**config.mk**
```make
export PLATFORM = sky130hd
export DESIGN_NAME = audio_in_tone_detector_flat
export DESIGN_NICKNAME = d
export VERILOG_FILES = /design/src/rtl/audio_in_tone_detector_pkg.sv /design/src/rtl/audio_in_tone_detector_if.sv /design/src/rtl/audio_in_tone_detector_note_classifier.sv /design/src/rtl/audio_in_tone_detector.sv /design/src/flat_wrapper.sv
export SDC_FILE = /design/constraint.sdc
export NUM_CORES = 1
export LEC_CHECK = 0
export CAP_MARGIN = 20
export CELL_PAD_IN_SITES_DETAIL_PLACEMENT = 2
export CELL_PAD_IN_SITES_GLOBAL_PLACEMENT = 2
export CORE_ASPECT_RATIO = 0.7
export CORE_UTILIZATION = 34
export DETAILED_ROUTE_END_ITERATION = 6
export GPL_TIMING_DRIVEN = 0
export PLACE_DENSITY = 0.87
export SLEW_MARGIN = 20
export SYNTH_ARGS = -nofsm -noshare
export SYNTH_HDL_FRONTEND = slang
export SYNTH_HIERARCHICAL = 1
export SYNTH_SLANG_ARGS = --single-unit
```
**constraint.sdc**
```tcl
create_clock -name CLOCK_50 -period 5.25 [get_ports CLOCK_50]
set_clock_uncertainty 0.2 [all_clocks]
set_input_delay 1.05 -clock CLOCK_50 [delete_from_list [all_inputs] [get_ports CLOCK_50]]
set_output_delay 1.05 -clock CLOCK_50 [all_outputs]
set_load 0.1 [all_outputs]
```
**src/rtl/audio_in_tone_detector_pkg.sv**
```systemverilog
// audio_pkg: note encoding, period windows and sample defaults shared by the tone generator and detector
package audio_pkg;
  typedef enum logic [1:0] {NOTE_NONE, NOTE_C4, NOTE_D5, NOTE_E5} note_t;
  typedef enum logic [1:0] {F_IDLE, F_FETCH, F_PROC} fetch_t;
  typedef enum logic [1:0] {SCH_UNK, SCH_HI, SCH_LO} schmitt_t;
  localparam int SAMPLE_W_DEF = 32;
  localparam int AUDIO_FS = 48000;
  // inclusive period windows, in samples at AUDIO_FS
  localparam int unsigned C4_MIN = 176;
  localparam int unsigned C4_MAX = 190;
  localparam int unsigned D5_MIN = 79;
  localparam int unsigned D5_MAX = 85;
  localparam int unsigned E5_MIN = 70;
  localparam int unsigned E5_MAX = 76;
endpackage

```
**src/rtl/audio_in_tone_detector_if.sv**
```systemverilog
// audio_in_tone_detector_if: ADC sample pop handshake between Audio_Controller and a reader
interface audio_in_tone_detector_if #(parameter int SAMPLE_W = audio_pkg::SAMPLE_W_DEF);
  logic audio_in_available;
  logic [SAMPLE_W-1:0] left_channel_audio_in;
  logic read_audio_in;
  modport master(output audio_in_available, left_channel_audio_in, input read_audio_in);
  modport slave(input audio_in_available, left_channel_audio_in, output read_audio_in);
endinterface

```
**src/rtl/audio_in_tone_detector_note_classifier.sv**
```systemverilog
// note_classifier: period-to-note lookup, loaded only when two consecutive periods agree
module note_classifier
  import audio_pkg::*;
#(
  parameter int PER_W = 12
)(
  input  logic             CLOCK_50,
  input  logic             resetn,
  input  logic             i_valid,
  input  logic             i_clear,
  input  logic [PER_W-1:0] i_period,
  output note_t            o_note
);
  logic [31:0] w_p;
  note_t w_cls, r_last;
  always_comb begin
    w_p = 32'(i_period);
    w_cls = (w_p >= C4_MIN && w_p <= C4_MAX) ? NOTE_C4 :
            (w_p >= D5_MIN && w_p <= D5_MAX) ? NOTE_D5 :
            (w_p >= E5_MIN && w_p <= E5_MAX) ? NOTE_E5 : NOTE_NONE;
  end
  always_ff @(posedge CLOCK_50) begin
    if (!resetn || i_clear) begin
      r_last <= NOTE_NONE;
      o_note <= NOTE_NONE;
    end else if (i_valid) begin
      r_last <= w_cls;
      if (w_cls == r_last) o_note <= w_cls;
    end
  end
endmodule

```
**src/rtl/audio_in_tone_detector.sv**
```systemverilog
// audio_in_tone_detector: pops ADC samples, measures period/peak between rising Schmitt crossings
// and reports a debounced note for game logic.
module audio_in_tone_detector
  import audio_pkg::*;
#(
  parameter int SAMPLE_W   = SAMPLE_W_DEF,
  parameter int HYST       = 2000000,
  parameter int PER_W      = 12,
  parameter int MAX_PERIOD = 4095
)(
  input  logic                  CLOCK_50,
  input  logic                  resetn,
  audio_in_tone_detector_if.slave aud,
  output logic [PER_W-1:0]      period,
  output logic [SAMPLE_W-2:0]   amplitude,
  output logic                  period_valid,
  output logic                  tone_present,
  output logic [1:0]            note_id
);
  localparam logic signed [SAMPLE_W-1:0] L_HI = SAMPLE_W'(HYST);
  localparam logic signed [SAMPLE_W-1:0] L_LO = -L_HI;
  localparam logic [PER_W-1:0] L_MAX = PER_W'(MAX_PERIOD);
  fetch_t r_fsm, w_fsm_nxt;
  schmitt_t r_sch, w_sch_nxt;
  note_t w_note;
  logic signed [SAMPLE_W-1:0] r_samp;
  logic [SAMPLE_W-1:0] w_neg;
  logic [SAMPLE_W-2:0] r_peak, w_abs, w_peak_nxt;
  logic [PER_W-1:0] r_cnt, w_cnt_inc;
  logic r_armed, w_proc, w_rise, w_meas, w_silence;
  always_ff @(posedge CLOCK_50) r_fsm <= !resetn ? F_IDLE : w_fsm_nxt;
  always_comb begin
    w_fsm_nxt = r_fsm == F_IDLE  ? (aud.audio_in_available ? F_FETCH : F_IDLE) :
                r_fsm == F_FETCH ? F_PROC : F_IDLE;
    aud.read_audio_in = r_fsm == F_FETCH;
  end
  // counter only runs once armed; the sample that would saturate it declares silence unless it is a crossing
  always_comb begin
    w_proc = r_fsm == F_PROC;
    w_sch_nxt = r_samp >= L_HI ? SCH_HI : r_samp <= L_LO ? SCH_LO : r_sch;
    w_rise = w_proc && r_sch == SCH_LO && w_sch_nxt == SCH_HI;
    w_meas = w_rise && r_armed;
    w_cnt_inc = r_cnt == L_MAX ? L_MAX : r_cnt + 1'b1;
    w_silence = w_proc && !w_rise && r_armed && w_cnt_inc == L_MAX;
    w_neg = -r_samp;
    w_abs = !r_samp[SAMPLE_W-1] ? r_samp[SAMPLE_W-2:0] :
            r_samp[SAMPLE_W-2:0] == '0 ? {(SAMPLE_W-1){1'b1}} : w_neg[SAMPLE_W-2:0];
    w_peak_nxt = w_abs > r_peak ? w_abs : r_peak;
  end
  always_ff @(posedge CLOCK_50) begin
    if (!resetn) begin
      r_samp <= '0;
      r_sch <= SCH_UNK;
      r_peak <= '0;
      r_cnt <= '0;
      r_armed <= 1'b0;
      period <= '0;
      amplitude <= '0;
      period_valid <= 1'b0;
      tone_present <= 1'b0;
    end else begin
      period_valid <= w_meas;
      if (r_fsm == F_FETCH) r_samp <= aud.left_channel_audio_in;
      if (w_proc) begin
        r_sch <= w_silence ? SCH_UNK : w_sch_nxt;
        r_peak <= (w_rise || w_silence) ? '0 : w_peak_nxt;
        r_cnt <= (w_rise || w_silence || !r_armed) ? '0 : w_cnt_inc;
        r_armed <= w_rise || (r_armed && !w_silence);
      end
      if (w_meas) begin
        period <= w_cnt_inc;
        amplitude <= w_peak_nxt;
        tone_present <= 1'b1;
      end else if (w_silence) begin
        period <= '0;
        amplitude <= '0;
        tone_present <= 1'b0;
      end
    end
  end
  note_classifier #(.PER_W(PER_W)) u_cls (
    .CLOCK_50(CLOCK_50),
    .resetn(resetn),
    .i_valid(w_meas),
    .i_clear(w_silence),
    .i_period(w_cnt_inc),
    .o_note(w_note)
  );
  assign note_id = w_note;
endmodule

```
**src/flat_wrapper.sv**
```systemverilog
// flat-port wrapper written by rule: the top's interface ports become plain ports
module audio_in_tone_detector_flat import audio_pkg::*;
#(
  parameter int SAMPLE_W   = SAMPLE_W_DEF,
  parameter int HYST       = 2000000,
  parameter int PER_W      = 12,
  parameter int MAX_PERIOD = 4095
)
  (CLOCK_50, resetn, period, amplitude, period_valid, tone_present, note_id, aud_audio_in_available, aud_left_channel_audio_in, aud_read_audio_in);
  audio_in_tone_detector_if #(.SAMPLE_W(SAMPLE_W)) aud_i ();
  input  logic CLOCK_50;
  input  logic resetn;
  output logic [PER_W-1:0] period;
  output logic [SAMPLE_W-2:0] amplitude;
  output logic period_valid;
  output logic tone_present;
  output logic [1:0] note_id;
  input wire logic [$bits(aud_i.audio_in_available)-1:0] aud_audio_in_available;
  input wire logic [$bits(aud_i.left_channel_audio_in)-1:0] aud_left_channel_audio_in;
  output wire logic [$bits(aud_i.read_audio_in)-1:0] aud_read_audio_in;
  assign aud_i.audio_in_available = aud_audio_in_available;
  assign aud_i.left_channel_audio_in = aud_left_channel_audio_in;
  assign aud_read_audio_in = aud_i.read_audio_in;
  audio_in_tone_detector #(.SAMPLE_W(SAMPLE_W), .HYST(HYST), .PER_W(PER_W), .MAX_PERIOD(MAX_PERIOD)) u_core (.CLOCK_50(CLOCK_50), .resetn(resetn), .aud(aud_i), .period(period), .amplitude(amplitude), .period_valid(period_valid), .tone_present(tone_present), .note_id(note_id));
endmodule
```
==> results of run 1 <==
[layout by cell type, fill, tap and decap left out, drive strengths merged, types with 9 or more instances in the layout]
cell / count
a21oi: 67
a22o: 43
a22oi: 12
a31oi: 12
buf: 30
clkbuf: 62
clkdlybuf4s50: 82
clkinv: 9
dfxtp: 129
ha: 33
inv: 46
mux2i: 33
nand2: 124
nand2b: 10
nand3: 21
nand4: 18
nor2: 51
nor3: 27
nor4: 20
o21ai: 51
o31ai: 10
or3: 9
or4: 10
[cell families (layout without fill, tap and decap cells)]
group           Yosys count  count (layout)
fa+ha+maj                33              33
xor+xnor                  6               6
buf+inv                 109             233
simple gates            322             322
mux                      34              34
compound gates          254             254
flops                   129             129
[timing repair]
item | in CTS | in global routing
pin swaps | 3 | 3
gates cloned | 0 | 0
endpoints found under the hold margin | 0 | 0
resized for setup | 18 | 19
endpoints found under the setup margin | 62 | 57
setup buffers | 6 | 5
[metrics by stage]
step	TNS, ps	setup slack, ps	utilization	hold slack (ps)
floorplan	0	516	-	222
global placement	-53600	-1350	0.407	238
detailed placement	-61160	-1440	0.407	247
CTS	0	5.46	0.441	256
global route	-3450	-129	0.446	270
finish	-465	-36.6	0.446	248
[cell type report]
class / count / area share
inverter: 46 / 0.0185
timing repair buffer: 94 / 0.0974
tap: 276 / 0.0369
sequential: 129 / 0.276
clock inverter: 13 / 0.0120
multi-input combinational: 649 / 0.477
buffer: 61 / 0.0337
clock buffer: 19 / 0.0484
[final timing paths]
check                    endpoint  cells after the start            startpoint  slack [ps]
max             u_core/r_peak[28]                     20     u_core/r_samp[10]         -40
min          u_core/amplitude[16]                      2  u_core/amplitude[16]         250
max reg2reg     u_core/r_peak[28]                     20     u_core/r_samp[10]         -40
min reg2reg  u_core/amplitude[16]                      2  u_core/amplitude[16]         250
[sequential cells by signal (all words and copies together), names as in the netlist]
signal               count
u_core/r_cnt            12
u_core/u_cls/r_last      2
u_core/r_sch             2
u_core/r_fsm             2
u_core/r_armed           1
u_core/u_cls/o_note      2
u_core/period           12
u_core/period_valid      1
u_core/r_peak           31
u_core/r_samp           32
u_core/amplitude        31
u_core/tone_present      1
[critical path: stages (launching register included)]
cell and delay [ps]:
dfxtp_1 320, buf_6 150, or4_4 480, buf_6 150
or4_1 480, buf_2 200, nor3_4 130, buf_4 160
nor3_1 50, nor3_1 530, ha_1 290, a211oi_1 100
o21a_1 200, o31ai_1 430, nand4b_1 190, o211ai_1 130
buf_4 210, nor4_4 250, buf_4 190, clkbuf_4 220
a22o_1 170
[power by group]
part / total [uW] / switching [uW] / leakage [uW] / internal [uW]
clock: 1160 / 489 / 0.000275 / 675
combinational: 830 / 507 / 0.00206 / 323
sequential: 1020 / 24.7 / 0.00104 / 996
total: 3010 / 1020 / 0.00338 / 1990
[layer usage]
metal / vias up / share of wire / wire length, um / global-route usage
met5: - / 0 / 0 / 0
met4: 0 / 0.014 / 414 / 0.0774
met3: 24 / 0.045 / 1340 / 0.0405
met2: 228 / 0.45 / 13200 / 0.387
met1: 3799 / 0.49 / 14600 / 0.384
li1: 3477 / - / - / -
==> flow_metrics.env, run 1 <==
export IMPL_nets=1066
export IMPL_postRouteWirelength_mm=29.5
export IMPL_cts_sinks=129
export IMPL_antenna_found_initial=0
export IMPL_cts_root_buf="clkbuf_16"
export IMPL_drive_gt1_frac=0.121
export IMPL_cts_buffer_depth=2
export IMPL_antenna_cells=0
export IMPL_clock_latency_ps=430
export IMPL_synth_edf_count=0
export IMPL_ys_flop_type="dfxtp_1"
export IMPL_grt_overflow_total=0
export IMPL_muxShareOfSynthArea=0.0464
export IMPL_vias=7528
export IMPL_finalHoldViolations=0
export IMPL_required_ps=5420
export IMPL_cp_arrival_ps=5460
export IMPL_yosys_warnings=6
export IMPL_numPortBuffers=82
export IMPL_netlist_area_sq_um=7360
export IMPL_fmax_ghz=0.189
export IMPL_synth_net_count=955
export IMPL_wire_per_inst_um=22.9
export IMPL_final_cell_count_no_fill=1287
export IMPL_period_minus_slack_ps=5290
export IMPL_fp_row_count=44
export IMPL_route_detailed_drc=0
export IMPL_period_share=1.01
export IMPL_p_total_uw=3010
export IMPL_dp_cells=1246
export IMPL_place_gp_congestion=0.871
export IMPL_fillers=2318
export IMPL_worstSetupEndpointType="flip-flop"
export IMPL_grt_usage=0.261
export IMPL_synth_top_area_share=0.351
export IMPL_synth_area_leaders="dfxtp_1 35%, nand2_1 6.3%, ha_1 5.6%, a22o_1 5.1%, mux2i_1 4.5%"
export IMPL_tightest_slew_ps=1040
export IMPL_io_pins=83
export IMPL_first_iter_violations=542
export IMPL_grt_pass1_wl_mm=44.9
export IMPL_synth_compound_area_frac=0.255
export IMPL_synth_xor_area_frac=0.00714
export IMPL_synth_top_family_by_area="compound AO/OA/AOI/OAI gates"
export IMPL_slew_headroom=0.301
export IMPL_die_area_sq_um=22300
export IMPL_cts_hold_buf=0
export IMPL_crit_fanout=10
export IMPL_numCtsBuffers=17
export IMPL_dp_hpwl_mm=20.3
export IMPL_status="finished, violations left"
export IMPL_die_w_um=178
export IMPL_violations="negative setup slack"
export IMPL_slew_violations=0
export IMPL_synth_seq_area_share=0.351
export IMPL_p_per_area_nw_per_um2=322
export IMPL_via_per_inst=5.85
export IMPL_layout_setup_ws_ps=-36.6
export IMPL_syn_to_final_growth_pct=27.1
export IMPL_yosysMostFrequentCell="dfxtp_1"
export IMPL_clk_pin_slew_ps=60
export IMPL_finish_instance_area_sq_um=9360
export IMPL_ys_seq_elements=129
export IMPL_placed_cell_area_sq_um=8540
export IMPL_cts_max_level=4
export IMPL_die_height_um=125
export IMPL_synth_cell_types=78
export IMPL_yosys_area_share_simple=0.219
export IMPL_p_leak_uw=0.00338
export IMPL_start_kind="flip-flop"
export IMPL_syn_area_per_cell_sq_um=8.30
export IMPL_path_class="reg2reg"
export IMPL_ir_drop_uv=231
export IMPL_hp_class="reg2reg"
export IMPL_synthArstFlopShare=0
export IMPL_synthTopCellsByCount="129 x dfxtp_1, 124 x nand2_1, 59 x a21oi_1"
export IMPL_register_area_sq_um=2580
export IMPL_dr_pass1_iters=4
export IMPL_first_global_vias=7702
export IMPL_syn_inst=887
export IMPL_postRouteAntennaNets=0
export IMPL_grt_max_degree=17
export IMPL_initial_core_util=0.351
export IMPL_multiInputGateArea_sq_um=4460
export IMPL_yosys_area_top_type="dfxtp_1"
export IMPL_setup_viol=29
export IMPL_core_sq_um=21000
export IMPL_synthAdderAreaFrac=0.0561
export IMPL_cts_tree="yes"
export IMPL_drv_cap=0
Note: power is estimated with default switching activity, not from simulation.
==> run 2, diff against run 1 <==
SETUP_SLACK_MARGIN = 0.05   (was unset)
==> flow_metrics.env, run 2 (synthesis gave the netlist of run 1 again) <==
export IMPL_status="completed"
export IMPL_dp_hpwl_mm=20.3
export IMPL_dp_slack_ps=-1440
export IMPL_drive_gt1_frac=0.125
export IMPL_start_kind="flip-flop"
export IMPL_cts_sinks=129
export IMPL_drv_cap=0
export IMPL_slowest_stage="o31ai_1"
export IMPL_utilization=0.449
export IMPL_final_cell_mix="129 x dfxtp_1, 124 x nand2_1, 82 x clkdlybuf4s50_1"
export IMPL_hold_end="u_core/amplitude[16]"
export IMPL_route_detailed_drc=0
export IMPL_initial_core_util=0.351
export IMPL_fmax_ghz=0.191
export IMPL_met1_length_mm=14.4
export IMPL_r2r_slack_ps=10
export IMPL_grt_max_degree=17
export IMPL_numPortBuffers=82
export IMPL_required_ps=5420
export IMPL_grt_pass1_wl_mm=44.9
export IMPL_fp_row_count=44
export IMPL_largest_reg_flops=32
export IMPL_die_w_um=178
export IMPL_register_area_sq_um=2580
export IMPL_slew_violations=0
export IMPL_max_flop_register="u_core/r_samp"
export IMPL_multiInputGateArea_sq_um=4490
export IMPL_grt_overflow_total=0
export IMPL_placed_cell_area_sq_um=8540
export IMPL_worstReg2RegEnd="u_core/r_peak[3]"
export IMPL_clock_latency_ps=440
export IMPL_worstHoldPathCells=2
export IMPL_fillers=2303
export IMPL_first_global_vias=7703
export IMPL_p_total_uw=3040
export IMPL_worstSetupEndpointType="flip-flop"
export IMPL_numCtsBuffers=17
export IMPL_hold_start="u_core/amplitude[16]"
export IMPL_antenna_cells=0
export IMPL_slew_headroom=0.309
export IMPL_period_share=0.998
export IMPL_startpoint="u_core/r_samp[10]"
export IMPL_nets=1069
export IMPL_cts_tree="yes"
export IMPL_clk_pin_slew_ps=60
export IMPL_cts_buffer_depth=2
export IMPL_first_iter_violations=465
export IMPL_core_sq_um=21000
export IMPL_cts_max_level=4
export IMPL_dr_pass1_iters=5
export IMPL_met2RoutedLength_mm=13.7
export IMPL_tightest_slew_ps=1030
export IMPL_top_layer="met4"
export IMPL_layout_setup_ws_ps=9.61
export IMPL_postRouteAntennaNets=0
export IMPL_period_minus_slack_ps=5240
export IMPL_postRouteWirelength_mm=30.2
export IMPL_finalHoldViolations=0
export IMPL_wire_per_inst_um=23.4
export IMPL_layout_commonest_cell="dfxtp_1"
export IMPL_hp_class="reg2reg"
export IMPL_cp_common_cell="buf_6"
export IMPL_ir_drop_uv=231
export IMPL_top_regs="u_core/r_samp x32, u_core/amplitude x31, u_core/r_peak x31"
export IMPL_cp_arrival_ps=5410
export IMPL_syn_to_final_growth_pct=27.9
export IMPL_vias=7612
export IMPL_path_cells="buf_6, or4_4, buf_6, or4_1, clkbuf_4, or3_4, buf_6, a211oi_4, ha_1, nand3_1, o31ai_1, nand4b_1, o211ai_1, buf_4, nor4_4, buf_4, clkbuf_4, a22o_1"
export IMPL_cts_hold_buf=0
export IMPL_setup_viol=0
export IMPL_rr_worst_depth=18
export IMPL_place_gp_congestion=0.871
export IMPL_io_pins=83
export IMPL_wl_met3_mm=1.43
export IMPL_via_per_inst=5.90
export IMPL_antenna_found_initial=0
export IMPL_p_leak_uw=0.00341
export IMPL_cts_root_buf="clkbuf_16"
export IMPL_path_class="reg2reg"
export IMPL_finish_instance_area_sq_um=9420
export IMPL_crit_fanout=10
export IMPL_grt_usage=0.261
export IMPL_regToRegStartpoint="u_core/r_samp[10]"
export IMPL_die_height_um=125
export IMPL_p_per_area_nw_per_um2=322
export IMPL_fin_hold_ws_ps=249
export IMPL_die_area_sq_um=22300
export IMPL_critical_path_max_stage_delay_ps=520
-- run 2: changes by cell type in the layout (fill, tap and decap cells not counted) --
cell	before	now
a21oi_2	8	7
a21oi_4	0	1
a31oi_2	2	1
a31oi_4	2	3
buf_2	6	5
buf_4	16	18
buf_6	7	10
clkbuf_4	3	2
nor3_1	22	20
nor3_2	3	5
-- run 2: worst max-delay path: cells and delay by family, from the launching register on --
family          cells  cell delay, ps
compound gates      4            1150
fa+ha+maj           1             220
buf+inv             7            1330
flops               1             320
simple gates        6            1950
-- run 2: cell type report --
class / instances / share of cell area
Buffer: 61 / 0.0349
Inverter: 46 / 0.0183
Timing Repair Buffer: 97 / 0.0991
Sequential cell: 129 / 0.274
Clock buffer: 19 / 0.0481
Clock inverter: 13 / 0.0120
Multi-Input combinational cell: 649 / 0.477
Tap cell: 276 / 0.0367
-- run 2: repair_timing --
| action | CTS | global route |
|---|---|---|
| setup endpoints to repair | 62 | 62 |
| gates resized for setup | 20 | 26 |
| setup buffers | 6 | 8 |
| pin swaps | 3 | 6 |
-- run 2: where the power goes --
group | switching [uW] | internal (uW) | total, uW
Sequential | 24.6 | 996 | 1020
Combinational | 517 | 336 | 853
Clock | 489 | 674 | 1160
Total | 1030 | 2010 | 3040
-- run 2: worst max path at each step --
| stage | endpoint | slack, ps |
|---|---|---|
| floorplan | u_core/r_peak[0] | 520 |
| global placement | u_core/r_peak[11] | -1350 |
| detailed placement | u_core/r_peak[3] | -1440 |
| CTS | u_core/r_peak[21] | 60 |
| global route | u_core/r_peak[7] | -120 |
| finish | u_core/r_peak[3] | 10 |
-- run 2: per-layer routing --
layer | track usage | vias up
met2 | 0.387 | 234
li1 | - | 3477
met3 | 0.0405 | 41
met1 | 0.384 | 3860
met4 | 0.0774 | 0
met5 | 0 | -
-- run 2: metrics by stage --
step,cells,setup TNS (ps)
after detailed placement,1246,-61160
after global routing,1290,-3280
after global placement,1245,-53600
after CTS,1284,0
after floorplan,887,0
final,1290,0
